### config.mk
export PLATFORM = sky130hd
export DESIGN_NAME = lock_scheduler
export DESIGN_NICKNAME = d
export VERILOG_FILES = /design/src/rtl/lock_scheduler_pkg.sv /design/src/rtl/lock_scheduler_gate.sv /design/src/rtl/lock_scheduler.sv
export SDC_FILE = /design/constraint.sdc
export NUM_CORES = 1
export LEC_CHECK = 0
export CORE_MARGIN = 4
export CORE_UTILIZATION = 55
export CTS_BUF_LIST = sky130_fd_sc_hd__clkbuf_8
export CTS_CLUSTER_SIZE = 12
export DETAILED_ROUTE_END_ITERATION = 10
export PLACE_DENSITY = 0.95
export SETUP_SLACK_MARGIN = 0.5
export SLEW_MARGIN = 20
export SYNTH_ARGS = -nofsm -noshare
export SYNTH_HDL_FRONTEND = slang
export SYNTH_SLANG_ARGS = --single-unit
### constraint.sdc
create_clock -name clk -period 8.65 [get_ports clk]
set_input_delay 2.595 -clock clk [delete_from_list [all_inputs] [get_ports clk]]
set_output_delay 2.595 -clock clk [all_outputs]
set_load 0.05 [all_outputs]
### src/rtl/lock_scheduler_pkg.sv
// ============================================================================
// | Module : lock_scheduler_pkg                                              |
// | Brief  : Shared types and constants for the canal lock scheduler:        |
// |          FSM state encoding, side codes, default waterway levels and a   |
// |          small integer helper used for counter sizing.                   |
// | Rev    : 1.0  initial release                                            |
// ============================================================================
`default_nettype none

package lock_scheduler_pkg;

   typedef enum logic [3:0] {
      ST_IDLE      = 4'd0,
      ST_EQ_IN     = 4'd1,
      ST_OPEN_IN   = 4'd2,
      ST_ENTER     = 4'd3,
      ST_CLOSE_IN  = 4'd4,
      ST_EQ_OUT    = 4'd5,
      ST_OPEN_OUT  = 4'd6,
      ST_EXIT      = 4'd7,
      ST_CLOSE_OUT = 4'd8
   } state_t;

   // Side codes: the served side is the entry side, its complement the exit side.
   localparam logic SIDE_OUTER = 1'b0;
   localparam logic SIDE_INNER = 1'b1;

   localparam logic [7:0] DEF_OUTER_LEVEL = 8'd80;
   localparam logic [7:0] DEF_INNER_LEVEL = 8'd30;

   function automatic int max_int(input int a, input int b);
      return (a > b) ? a : b;
   endfunction

endpackage

`default_nettype wire

### src/rtl/lock_scheduler_gate.sv
// ============================================================================
// | Module : gate_timer                                                      |
// | Brief  : Loadable down-counter. A load presets the count; it then        |
// |          decrements to zero and holds. done is high while the count is   |
// |          zero, so a load of N-1 yields done on the N-th cycle after load.|
// | Ports  : clk, reset (async, active-high), load, load_val[W-1:0], done    |
// | Rev    : 1.0  initial release                                            |
// ============================================================================
`default_nettype none

module gate_timer #(
   parameter int W = 4
) (
   input  logic         clk,
   input  logic         reset,
   input  logic         load,
   input  logic [W-1:0] load_val,
   output logic         done
);

   logic [W-1:0] count;

   always_ff @(posedge clk or posedge reset) begin
      if (reset) begin
         count <= '0;
      end else if (load) begin
         count <= load_val;
      end else if (count != '0) begin
         count <= count - W'(1);
      end
   end

   assign done = (count == '0);

endmodule

`default_nettype wire

### src/rtl/lock_scheduler.sv
// ============================================================================
// | Module : lock_scheduler                                                  |
// | Brief  : Sequences one canal lock chamber between the outer and inner    |
// |          waterways: arbitrates passage requests, drives fill/drain to    |
// |          equalise, opens/closes ports with travel time, and never opens  |
// |          both ports together.                                            |
// | Ports  : clk, reset (async, active-high)                                 |
// |          req_outer/req_inner   held requests from each side              |
// |          gondola_in/_out       1-cycle chamber entry/clear pulses        |
// |          lock_level            chamber level from the water datapath     |
// |          fill/drain            one level step per cycle                  |
// |          outer_open/inner_open port commands                             |
// |          grant_outer/_inner    entry permission for the served side      |
// |          busy                  high outside IDLE                         |
// |          abort                 1-cycle pulse on an entry/exit timeout    |
// | Config : LOCK_SCHED_TIMEOUT_EN enables the ENTER/EXIT wait limit;        |
// |          without it those states wait forever and abort is tied low.     |
// | Rev    : 1.0  initial release                                            |
// ============================================================================
`default_nettype none

module lock_scheduler
   import lock_scheduler_pkg::*;
#(
   parameter int                 LEVEL_W     = 8,
   parameter logic [LEVEL_W-1:0] OUTER_LEVEL = LEVEL_W'(DEF_OUTER_LEVEL),
   parameter logic [LEVEL_W-1:0] INNER_LEVEL = LEVEL_W'(DEF_INNER_LEVEL),
   parameter int                 GATE_CYCLES = 4,
   parameter int                 TIMEOUT_CYC = 64
) (
   input  logic               clk,
   input  logic               reset,
   input  logic               req_outer,
   input  logic               req_inner,
   input  logic               gondola_in,
   input  logic               gondola_out,
   input  logic [LEVEL_W-1:0] lock_level,
   output logic               fill,
   output logic               drain,
   output logic               outer_open,
   output logic               inner_open,
   output logic               grant_outer,
   output logic               grant_inner,
   output logic               busy,
   output logic               abort
);

   // One counter serves port travel and the optional wait limit, so it is
   // sized for whichever is longer.
   localparam int CNT_MAX = max_int(GATE_CYCLES, TIMEOUT_CYC);
   localparam int CNT_W   = $clog2(CNT_MAX + 1);
   localparam logic [CNT_W-1:0] GATE_LOAD = CNT_W'(GATE_CYCLES - 1);
`ifdef LOCK_SCHED_TIMEOUT_EN
   localparam logic [CNT_W-1:0] TMO_LOAD  = CNT_W'(TIMEOUT_CYC - 1);
`endif

   state_t state, state_n;
   logic   side;          // served (entry) side of the current passage
   logic   last_served;
   logic   pick_side;
   logic   skip_out;      // ENTER timed out: return to IDLE after closing

   logic               tmr_load;
   logic [CNT_W-1:0]   tmr_val;
   logic               tmr_done;

   logic               entry_open;
   logic               exit_open;
   logic               grant;
   logic               abort_c;
   logic [LEVEL_W-1:0] entry_lvl;
   logic [LEVEL_W-1:0] exit_lvl;
   logic [LEVEL_W-1:0] target;

   gate_timer #(.W(CNT_W)) u_timer (
      .clk      (clk),
      .reset    (reset),
      .load     (tmr_load),
      .load_val (tmr_val),
      .done     (tmr_done)
   );

   // Alternate on a tie so neither side can starve the other.
   assign pick_side = (req_outer & req_inner) ? ~last_served
                    : (req_outer ? SIDE_OUTER : SIDE_INNER);

   assign entry_lvl = (side == SIDE_OUTER) ? OUTER_LEVEL : INNER_LEVEL;
   assign exit_lvl  = (side == SIDE_OUTER) ? INNER_LEVEL : OUTER_LEVEL;
   assign target    = (state == ST_EQ_OUT) ? exit_lvl : entry_lvl;

   always_ff @(posedge clk or posedge reset) begin
      if (reset) begin
         state       <= ST_IDLE;
         side        <= SIDE_INNER;
         last_served <= SIDE_INNER;
      end else begin
         state <= state_n;
         if (state == ST_IDLE && (req_outer | req_inner)) begin
            side <= pick_side;
         end
         if (state != ST_IDLE && state_n == ST_IDLE) begin
            last_served <= side;
         end
      end
   end

`ifdef LOCK_SCHED_TIMEOUT_EN
   logic aborted;

   always_ff @(posedge clk or posedge reset) begin
      if (reset) begin
         aborted <= 1'b0;
      end else if (state_n == ST_IDLE) begin
         aborted <= 1'b0;
      end else if (abort_c && state == ST_ENTER) begin
         aborted <= 1'b1;
      end
   end

   assign skip_out = aborted;
`else
   assign skip_out = 1'b0;
`endif

   always_comb begin
      state_n    = state;
      fill       = 1'b0;
      drain      = 1'b0;
      entry_open = 1'b0;
      exit_open  = 1'b0;
      grant      = 1'b0;
      abort_c    = 1'b0;
      tmr_load   = 1'b0;
      tmr_val    = GATE_LOAD;
      busy       = (state != ST_IDLE);

      case (state)
         ST_IDLE: begin
            if (req_outer | req_inner) state_n = ST_EQ_IN;
         end

         // An unreachable target simply keeps the FSM here.
         ST_EQ_IN, ST_EQ_OUT: begin
            if (lock_level < target) begin
               fill = 1'b1;
            end else if (lock_level > target) begin
               drain = 1'b1;
            end else begin
               state_n  = (state == ST_EQ_IN) ? ST_OPEN_IN : ST_OPEN_OUT;
               tmr_load = 1'b1;
            end
         end

         ST_OPEN_IN: begin
            entry_open = 1'b1;
            if (tmr_done) begin
               state_n = ST_ENTER;
`ifdef LOCK_SCHED_TIMEOUT_EN
               tmr_load = 1'b1;
               tmr_val  = TMO_LOAD;
`endif
            end
         end

         ST_ENTER: begin
            entry_open = 1'b1;
            grant      = 1'b1;
            if (gondola_in) begin
               state_n  = ST_CLOSE_IN;
               tmr_load = 1'b1;
            end
`ifdef LOCK_SCHED_TIMEOUT_EN
            else if (tmr_done) begin
               abort_c  = 1'b1;
               state_n  = ST_CLOSE_IN;
               tmr_load = 1'b1;
            end
`endif
         end

         ST_CLOSE_IN: begin
            if (tmr_done) state_n = skip_out ? ST_IDLE : ST_EQ_OUT;
         end

         ST_OPEN_OUT: begin
            exit_open = 1'b1;
            if (tmr_done) begin
               state_n = ST_EXIT;
`ifdef LOCK_SCHED_TIMEOUT_EN
               tmr_load = 1'b1;
               tmr_val  = TMO_LOAD;
`endif
            end
         end

         ST_EXIT: begin
            exit_open = 1'b1;
            if (gondola_out) begin
               state_n  = ST_CLOSE_OUT;
               tmr_load = 1'b1;
            end
`ifdef LOCK_SCHED_TIMEOUT_EN
            else if (tmr_done) begin
               abort_c  = 1'b1;
               state_n  = ST_CLOSE_OUT;
               tmr_load = 1'b1;
            end
`endif
         end

         ST_CLOSE_OUT: begin
            if (tmr_done) state_n = ST_IDLE;
         end

         default: begin
            state_n = ST_IDLE;
         end
      endcase
   end

   // Entry and exit are always opposite sides and are open in disjoint
   // states, so the two port commands can never be high together.
   assign outer_open  = (entry_open & (side == SIDE_OUTER)) |
                        (exit_open  & (side == SIDE_INNER));
   assign inner_open  = (entry_open & (side == SIDE_INNER)) |
                        (exit_open  & (side == SIDE_OUTER));
   assign grant_outer = grant & (side == SIDE_OUTER);
   assign grant_inner = grant & (side == SIDE_INNER);
   assign abort       = abort_c;

endmodule

`default_nettype wire

==> qor.csv <==
metric,value,unit
status,finished clean,
maxcap violations,0,
Critical Path AT,4.80,ns
Hold Buf Count CTS,0,
fraction of registers with async set or reset after synthesis,100,%
Total Power,0.390,mW
# port buffers,20,
Fmax,135,MHz
Lkg Pwr,0.559,nW
Post-Route Utilization,75.4,%
synthesized instance count,110,
diode count,0,
YS warnings,0,
vias in the first global route,939,
largest net degree at the start of global routing,14,
Max VDD drop,0.000220,V
row count,14,
max-slew violations,0,
Setup TNS Final,0,ns
"top cells by area, synth","dfrtp_1 29%, ha_1 7.8%, dfstp_2 5.5%",
crit path launch type,input pin,
measured slew at the worst slew-check pin,0.515,ns
chip height,49.7,um
post_cts resized,0,
initial antenna violation count,0,
final worst setup slack,1.26,ns
routed vias,887,
remaining global-route overflow,0,
finished layout cell area,0.00119,mm^2
WL final,2.32,mm
FF-to-FF End,state[0],
I/O Pins,22,
Total GRT Usage,21.3,%
#FFs+latches synth,13,
syn_nets,130,
"worst slack, placed",1.28,ns
Finish-stage setup viols,0,
CTS tree,built,
Final ANT Viol Nets,0,
Wirelength per Cell,16.0,um
hpwl dp,1.80,mm
reg2reg start,state[0],
First-pass DRT Iterations,4,
Vias/cell,6.12,
R2R Setup Slk,5.79,ns
Worst-path clk slew,0.05,ns
number of flops mapped to enable cells by yosys,0,
Worst R2R Path Depth,9,
fin crit share,85.5,%
RSZ-0062 raised after global routing,false,
Root Driver,clkbuf_8,
share of cells above drive strength 1,6.20,%
register area share after synthesis,34.2,%
xor-xnor portion of the synthesized cell area,4.58,%
TritonCTS Buffers,3,
critical path class,input pin to output port,
Main synth FF type,dfrtp_1,
syn_area_per_cell,8.70,um^2
first-pass GRT wire length,4.08,mm
Final Hold Slack,0.576,ns
Yosys top cell by area,dfrtp_1,
post-synthesis mux area share,4.44,%
postcts setup bufs,0,
CP Capture Type,output port,
largest family of logic cells by synthesized area,simple AND/OR/NAND/NOR gates,
placer congestion estimate,0.817,
clock sinks,13,
drt drc,0,
dpl cells,141,
WHS Path Cells,2,
"Hold Vio Cnt, Final",0,
Fill cells,110,
Hold Crit Endpoint,u_timer.count[6],
slew margin rel.,65.6,%
die area,0.00247,mm^2
power per cell area,328,mW/mm^2
Hold Path Class,register to register,
Unique masters post-synth,40,
Initial DRC Count,32,
"Net count, final",150,
Die Wd,49.7,um
fin crit period,7.39,ns
Synth Area in Adders,7.84,%
post-synthesis compound-gate area fraction,12.5,%
"Max FO, Critical Path",3,
Simple-Gate Fraction of Synth Area,30.1,%
area of the core,0.00158,mm^2
Layout Skew,0.00274,ns
Area Growth Syn to Fin,24.2,%
deepest clock path buffer count,2,
Post-Layout Cell Count,145,
Mapped Area,957,um^2
Initial Util,60.7,%
critical path data required time,6.06,ns
H-tree lvl count,1,
Worst-Skew Late Latency,0.24,ns
area of placed instances,0.00114,mm^2
hold path start,u_timer.count[6],
Synth top area share,28.8,%
## cells in the final DEF (no fill, tap or decap), types with 2 or more instances in the layout
master / synthesis / layout
mux2_2: 2 / 2
xnor2_1: 4 / 4
nor2_1: 11 / 11
nand3_1: 3 / 3
nand2b_1: 3 / 3
dfstp_2: 2 / 2
o22ai_1: 2 / 2
nor2b_1: 2 / 2
nand3b_1: 2 / 2
nand2_1: 10 / 10
or3_1: 6 / 6
clkbuf_8: 0 / 3
a41o_1: 2 / 2
inv_1: 6 / 7
and3_1: 2 / 2
clkdlybuf4s50_1: 0 / 20
nor4_1: 2 / 2
nand4b_1: 2 / 2
dfrtp_1: 11 / 11
ha_1: 6 / 6
mux2i_1: 2 / 2
a21oi_1: 6 / 6
a31oi_1: 2 / 2
o21ai_0: 2 / 2
## report_power, final
group / switching (mW) / total, mW / internal (mW)
clock: 0.0212 / 0.0526 / 0.0313
sequential: 0.0290 / 0.116 / 0.0868
combinational: 0.129 / 0.222 / 0.0928
## critical path: stages
cell and delay [ns]:
clkdlybuf4s50_1 0.41, ha_1 0.33, a211o_1 0.28, a31oi_1 0.20, and2_1 0.17, clkdlybuf4s50_1 0.81
## synthesized netlist by cell type, types with 3 or more instances
cell	n
inv_1	6
ha_1	6
a21oi_1	6
or3_1	6
nand2b_1	3
nand3_1	3
dfrtp_1	11
nor2_1	11
xnor2_1	4
nand2_1	10
## metal layers
| metal | part of all wire (%) | global-route usage (%) |
|---|---|---|
| met5 | 0 | 0 |
| met3 | 5.6 | 6.93 |
| met4 | 1.6 | 9.22 |
| met1 | 42 | 24.9 |
| met2 | 51 | 35.2 |
## final cells by class
type	count	area [um^2]	share of cell area, %
multi-input combinational	86	573	48.2
tap	16	20.0	1.68
inverter	6	22.5	1.89
clock inverter	1	3.75	0.316
clock buffer	3	41.3	3.47
sequential	13	328	27.6
timing repair buffer	20	200	16.8
## logic make-up (layout without fill, tap and decap cells)
family	Yosys count	in the layout
adders and majority gates	6	6
AOI/OAI and AO/OA	18	18
xor gates and xnor gates	5	5
DFF	13	13
and+or+nand+nor	52	52
buffers and inverters	11	30
muxes	4	4
other	1	1
## worst max-delay path by stage
stage | from | end | slack [ns] | cells past startpoint
6_report | lock_level[6] | fill | 1.26 | 6
5_1_grt | lock_level[3] | fill | 1.17 | 7
4_1_cts | lock_level[6] | fill | 1.27 | 6
3_5_place_dp | lock_level[6] | fill | 1.28 | 6
3_3_place_gp | lock_level[6] | fill | 1.36 | 6
2_1_floorplan | lock_level[3] | drain | 1.89 | 5
## sequential cells by signal, summed over array words and instances, names as in the netlist
register / count
last_served: 1
side: 1
state: 4
u_timer.count: 7
(Power assumes the default switching activity.)
